### config.mk
export PLATFORM = sky130hd
export DESIGN_NAME = menu_draw_char
export DESIGN_NICKNAME = d
export VERILOG_FILES = /design/src/rtl/menu_draw_char_pkg.sv /design/src/rtl/menu_draw_char_font_rom.sv /design/src/rtl/menu_draw_char.sv
export SDC_FILE = /design/constraint.sdc
export NUM_CORES = 1
export LEC_CHECK = 0
export CORE_UTILIZATION = 45
export DETAILED_ROUTE_END_ITERATION = 12
export PLACE_DENSITY = 0.67
export SLEW_MARGIN = 40
export SYNTH_ARGS = -nofsm -noshare
export SYNTH_HDL_FRONTEND = slang
export SYNTH_HIERARCHICAL = 1
export SYNTH_SLANG_ARGS = --single-unit
### constraint.sdc
create_clock -name clk -period 8.9 [get_ports clk]
set_clock_uncertainty 0.1 [all_clocks]
set_input_delay 0.89 -clock clk [delete_from_list [all_inputs] [get_ports clk]]
set_output_delay 0.89 -clock clk [all_outputs]
set_load 0.01 [all_outputs]
### src/rtl/menu_draw_char_pkg.sv
// Shared constants and types for the menu text-rendering stage.
package menu_draw_char_pkg;

    localparam int unsigned CHAR_W      = 8;
    localparam int unsigned CHAR_H      = 16;
    localparam int unsigned FONT_ADDR_W = 11;

    // One pixel's worth of VGA timing plus background colour; the delay-line element.
    typedef struct packed {
        logic [10:0] hcount;
        logic [10:0] vcount;
        logic        hsync;
        logic        vsync;
        logic        hblnk;
        logic        vblnk;
        logic [11:0] rgb;
    } vga_bus_t;

endpackage

### src/rtl/menu_draw_char_font_rom.sv
// Synchronous 2048x8 font ROM: address {char_code, line}, MSB is the leftmost pixel.
// Glyph table holds 'A' (0x41) and a solid block (0x7F); every other code, including 0, is blank.
module menu_draw_char_font_rom
    import menu_draw_char_pkg::*;
(
    input  logic                   clk,
    input  logic [FONT_ADDR_W-1:0] addr,
    output logic [7:0]             char_line_pixels
);

    logic [7:0] rom_data;

    // Glyph lookup.
    always_comb begin
        rom_data = 8'h00;
        if (addr[10:4] == 7'h7F) begin
            rom_data = 8'hFF;
        end else if (addr[10:4] == 7'h41) begin
            case (addr[3:0])
                4'd2:    rom_data = 8'h10;
                4'd3:    rom_data = 8'h38;
                4'd4:    rom_data = 8'h6C;
                4'd5:    rom_data = 8'hC6;
                4'd6:    rom_data = 8'hC6;
                4'd7:    rom_data = 8'hFE;
                4'd8:    rom_data = 8'hC6;
                4'd9:    rom_data = 8'hC6;
                4'd10:   rom_data = 8'hC6;
                4'd11:   rom_data = 8'hC6;
                default: rom_data = 8'h00;
            endcase
        end
    end

    // Registered read port; data is not reset, the pipeline gates it with in_box.
    always_ff @(posedge clk) begin
        char_line_pixels <= rom_data;
    end

endmodule

### src/rtl/menu_draw_char.sv
// Text overlay stage: derives the character cell from the VGA stream, fetches the glyph row
// for the returned char code and overlays text onto the delayed background.
module menu_draw_char
    import menu_draw_char_pkg::*;
#(
    parameter logic [10:0] X_POS    = 11'd100,
    parameter logic [10:0] Y_POS    = 11'd100,
    parameter int unsigned COLS     = 16,
    parameter int unsigned ROWS     = 16,
    parameter int unsigned CHAR_LAT = 2,
    parameter logic [11:0] TEXT_RGB = 12'hFFF
) (
    input  logic        clk,
    input  logic        rst,
    input  logic [10:0] hcount_in,
    input  logic [10:0] vcount_in,
    input  logic        hsync_in,
    input  logic        vsync_in,
    input  logic        hblnk_in,
    input  logic        vblnk_in,
    input  logic [11:0] rgb_in,
    output logic [7:0]  char_xy,
    output logic [3:0]  char_line,
    input  logic [6:0]  char_code_in,
    input  logic [3:0]  char_line_ret,
    output logic [10:0] hcount_out,
    output logic [10:0] vcount_out,
    output logic        hsync_out,
    output logic        vsync_out,
    output logic        hblnk_out,
    output logic        vblnk_out,
    output logic [11:0] rgb_out
);

    localparam int unsigned L = CHAR_LAT + 3;
    localparam logic [10:0] X_END = X_POS + 11'(CHAR_W * COLS);
    localparam logic [10:0] Y_END = Y_POS + 11'(CHAR_H * ROWS);

    // Only the low bits of the relative position are ever needed.
    logic [6:0] rel_x;
    logic [7:0] rel_y;
    logic       in_box;

    logic [7:0] char_xy_q, char_xy_d;
    logic [3:0] char_line_q, char_line_d;
    logic       in_box_q;
    logic [2:0] bit_idx_q;

    // {in_box, bit_idx}; one extra slot lines up with the registered ROM read.
    logic [3:0] meta_q [CHAR_LAT+1];

    vga_bus_t   in_bus;
    vga_bus_t   dly_q [L-1];
    vga_bus_t   out_q, out_d;

    logic [7:0] font_data;
    logic       in_box_d;
    logic [2:0] bit_idx_d;
    logic       pixel;

    // Cell geometry of the incoming pixel.
    always_comb begin
        rel_x       = 7'(hcount_in - X_POS);
        rel_y       = 8'(vcount_in - Y_POS);
        in_box      = (hcount_in >= X_POS) && (hcount_in < X_END) &&
                      (vcount_in >= Y_POS) && (vcount_in < Y_END);
        char_xy_d   = in_box ? {rel_y[7:4], rel_x[6:3]} : 8'h00;
        char_line_d = in_box ? rel_y[3:0] : 4'h0;
        in_bus      = '{hcount: hcount_in, vcount: vcount_in, hsync: hsync_in,
                        vsync: vsync_in, hblnk: hblnk_in, vblnk: vblnk_in, rgb: rgb_in};
    end

    // S1 registers plus the in_box/bit-index shift register.
    always_ff @(posedge clk or posedge rst) begin
        if (rst) begin
            char_xy_q   <= '0;
            char_line_q <= '0;
            in_box_q    <= 1'b0;
            bit_idx_q   <= '0;
            for (int i = 0; i <= int'(CHAR_LAT); i++) meta_q[i] <= '0;
        end else begin
            char_xy_q   <= char_xy_d;
            char_line_q <= char_line_d;
            in_box_q    <= in_box;
            bit_idx_q   <= rel_x[2:0];
            meta_q[0]   <= {in_box_q, bit_idx_q};
            for (int i = 1; i <= int'(CHAR_LAT); i++) meta_q[i] <= meta_q[i-1];
        end
    end

    // Timing/colour delay line, L-1 deep; the output register is the final stage.
    always_ff @(posedge clk or posedge rst) begin
        if (rst) begin
            for (int i = 0; i < int'(L) - 1; i++) dly_q[i] <= '0;
            out_q <= '0;
        end else begin
            dly_q[0] <= in_bus;
            for (int i = 1; i < int'(L) - 1; i++) dly_q[i] <= dly_q[i-1];
            out_q <= out_d;
        end
    end

    menu_draw_char_font_rom u_font_rom (
        .clk              (clk),
        .addr             ({char_code_in, char_line_ret}),
        .char_line_pixels (font_data)
    );

    // Pixel select and overlay; blanking wins over text.
    always_comb begin
        in_box_d  = meta_q[CHAR_LAT][3];
        bit_idx_d = meta_q[CHAR_LAT][2:0];
        pixel     = font_data[3'd7 - bit_idx_d];
        out_d     = dly_q[L-2];
        if (dly_q[L-2].hblnk || dly_q[L-2].vblnk) begin
            out_d.rgb = 12'h000;
        end else if (in_box_d && pixel) begin
            out_d.rgb = TEXT_RGB;
        end
    end

    assign char_xy    = char_xy_q;
    assign char_line  = char_line_q;
    assign hcount_out = out_q.hcount;
    assign vcount_out = out_q.vcount;
    assign hsync_out  = out_q.hsync;
    assign vsync_out  = out_q.vsync;
    assign hblnk_out  = out_q.hblnk;
    assign vblnk_out  = out_q.vblnk;
    assign rgb_out    = out_q.rgb;

endmodule
==> impl_metrics.csv <==
group,metric,value,unit
sta,fin_crit,2410,ps
critical_path,path_buf_inv,1,
sta,hold_viol_final,0,
cells_and_area,fill_cells,973,
yosys,yosysMostFrequentCell,"dfrtp_1",
global_route,overflow,0,
critical_path,required,9170,ps
drt,firstDrtPassIters,4,
sta,finalSetupViolations,0,
critical_path,max_stage_delay,460,ps
global_route,grt_max_degree,113,
power,p_per_area,246,nW/um^2
yosys,ys_async_sr_fraction,0.977,
yosys,synthTopCellsByCount,"dfrtp_1 (210), inv_1 (14), nor3_1 (13), a21o_2 (12), ha_1 (6)",
cells_and_area,nNetsFinal,491,
placed_design,dp_cells,587,
critical_path,cp_slowest_cell,"clkdlybuf4s50_1",
floorplan,core_area,13200,sq um
drt,drtAntennaViolNets,0,
clock_tree,clockBufferDepth,3,
yosys,ys_seq_elements,215,
critical_path,startpoint_type,"primary input",
power,p_leak,3.62,nW
clock_tree,cts_buffers,21,
sta,relSlewSlack,0.521,
drt,num_vias,2779,
critical_path,crit_fanout,13,
critical_path,worstPathArrival,2670,ps
yosys,syn_inst,316,
clock_tree,cts_resized,0,
sta,rsz0062_at_grt,"no",
sta,setup_tns,0,ps
global_route,grtUsageTotal,0.138,
global_route,grt_pass1_vias,3016,
cells_and_area,fin_cells,623,
critical_path,cp_top_family,"simple AND/OR/NAND/NOR gates",
sta,period_share,0.270,
critical_path,critPathKind,"in -> reg",
drt,avgViaCountPerCell,4.46,
cells_and_area,diodes,0,
placed_design,numPortBuffers,100,
yosys,synth_edf_count,0,
yosys,synthDominantCellAreaShare,0.868,
floorplan,chipHeight,118,um
yosys,ys_types,34,
floorplan,start_util,0.459,
outcome,status,"completed",
yosys,synth-main-ff-cell,"dfrtp_1",
clock_tree,ctsHoldBuffers,0,
critical_path,crit_chain,"clkdlybuf4s50_1 -> a211o_1 -> nor4_1 -> nand3_1 -> nor3_1",
cells_and_area,drive_above_1_share,0.123,
drt,drtIter0Drc,110,
cells_and_area,syn2layout_area_growth,30.9,%
critical_path,endpoint_kind,"flip-flop",
yosys,syn-cell-area,6060,sq um
clock_tree,insertion_delay,470,ps
power,max-vdd-ir-drop,0.125,mV
floorplan,die_w,118,um
yosys,synth_nets,373,
clock_tree,cts_sinks,215,
floorplan,ios,101,
floorplan,rows,42,
clock_tree,cts.clk_slew.worst_paths,60,ps
sta,fmax,415,MHz
global_route,grt_pass1_wl,14.9,mm
drt,route.detailed.drc,0,
clock_tree,cts_setup_buffers,0,
placed_design,gp_congestion,0.791,
yosys,yosys_warnings,6,
yosys,ys_seq_area_frac,0.884,
sta,worst_pin_slew,718,ps
yosys,synthTopCellsByArea,"dfrtp_1 (87%), a21o_2 (1.7%), dfxtp_1 (1.7%), ha_1 (1.2%), nor3_1 (1.1%)",
floorplan,dieArea,13900,sq um
global_route,grt_antenna_before_repair,0,
job,drv_cap,0,
sta,slew_viol_final,0,
drt,wl_per_cell,14.4,um
power,p_total,1.95,mW
placed_design,place_hpwl,5.56,mm
drt,wirelength,8.98,mm
hold_path,hold_class,"reg -> reg",
yosys,synth.avg_cell_area,19.2,sq um
clock_tree,cts_root_buf,"clkbuf_16",
clock_tree,cts_tree,"done",
yosys,synth_top_cell_by_area,"dfrtp_1",
clock_tree,h-tree-depth,1,
## logic make-up after synthesis
logic type,synth area share
compound gates,0.0322
xor+xnor,0.0116
fa+ha+maj,0.0124
buf+inv,0.0163
flops,0.884
mux,0.00950
simple gates,0.0339
## power breakdown
| group | switching, mW | internal, mW |
|---|---|---|
| clock network | 0.328 | 0.501 |
| logic | 0.0418 | 0.0421 |
| registers | 0.0129 | 1.02 |
| total | 0.383 | 1.56 |
## path summary, 6_finish.rpt
path | start | end | slack (ps) | cells past startpoint
setup / recovery | vcount_in[8] | char_line[0]$_DFF_PP0_ | 6490 | 5
hold / removal | dly_q[116]$_DFF_PP0_ | dly_q[78]$_DFF_PP0_ | 240 | 0
setup reg to reg | dly_q[12]$_DFF_PP0_ | rgb_out[9]$_DFF_PP0_ | 7100 | 5
hold reg to reg | dly_q[116]$_DFF_PP0_ | dly_q[78]$_DFF_PP0_ | 240 | 0
max in group asynchronous | rst | dly_q[128]$_DFF_PP0_ | 6560 | 3
min in group asynchronous | rst | dly_q[117]$_DFF_PP0_ | 840 | 2
## worst register-to-register path: stages, from the launching register on
cell and delay, ps:
dfrtp_1 390, nor2_2 420, nand2_1 140, a2111oi_2 340
buf_4 240, a21o_2 120
## routing by layer
layer,global-route usage,share of wire,up-vias
li1,-,-,1257
met5,0,0,-
met4,0.0449,0.016,0
met3,0.0407,0.065,19
met1,0.180,0.42,1418
met2,0.223,0.50,85
## state kept, by name (all words and copies together) (netlist names), 4 cells and up
name and count:
char_line 4, char_xy 8, dly_q 152, hcount_out 11, meta_q 4, rgb_out 12, u_font_rom/char_line_pixels 5, vcount_out 11
## area by class of cell
type / count / area [sq um] / area share
timing repair buffer: 102 / 1020 / 0.129
tap: 176 / 220 / 0.0278
clock inverter: 8 / 65.1 / 0.00820
sequential: 215 / 5360 / 0.675
multi-input combinational: 80 / 606 / 0.0764
clock buffer: 28 / 602 / 0.0759
inverter: 14 / 60.1 / 0.00757
## stage by stage
step / hold slack, ps / worst slack, ps / utilization / area (sq um)
after global placement: 231 / 5660 / 0.550 / 7250
final: 242 / 6490 / 0.601 / 7930
after CTS: 242 / 6490 / 0.601 / 7930
after detailed placement: 235 / 5970 / 0.550 / 7260
after global routing: 250 / 6300 / 0.601 / 7930
after floorplan: 231 / 2170 / - / 6060
## layout by cell type (no fill, tap or decap), types with 2 or more instances in the layout
cell	count
clkdlybuf4s50_1	100
clkbuf_8	6
nor2b_1	2
nand4_1	2
nor3b_1	2
a21oi_1	2
o31ai_1	2
xor2_1	5
nor3_1	13
nand2_1	5
mux2i_1	2
inv_1	13
xnor2_1	3
clkinv_2	7
o21ai_0	3
a21o_2	12
dfrtp_1	210
clkbuf_1	2
ha_1	6
dfxtp_1	5
nand3_1	4
clkbuf_16	21
nor2_1	4
No activity file was read; power rests on OpenSTA's default activity.
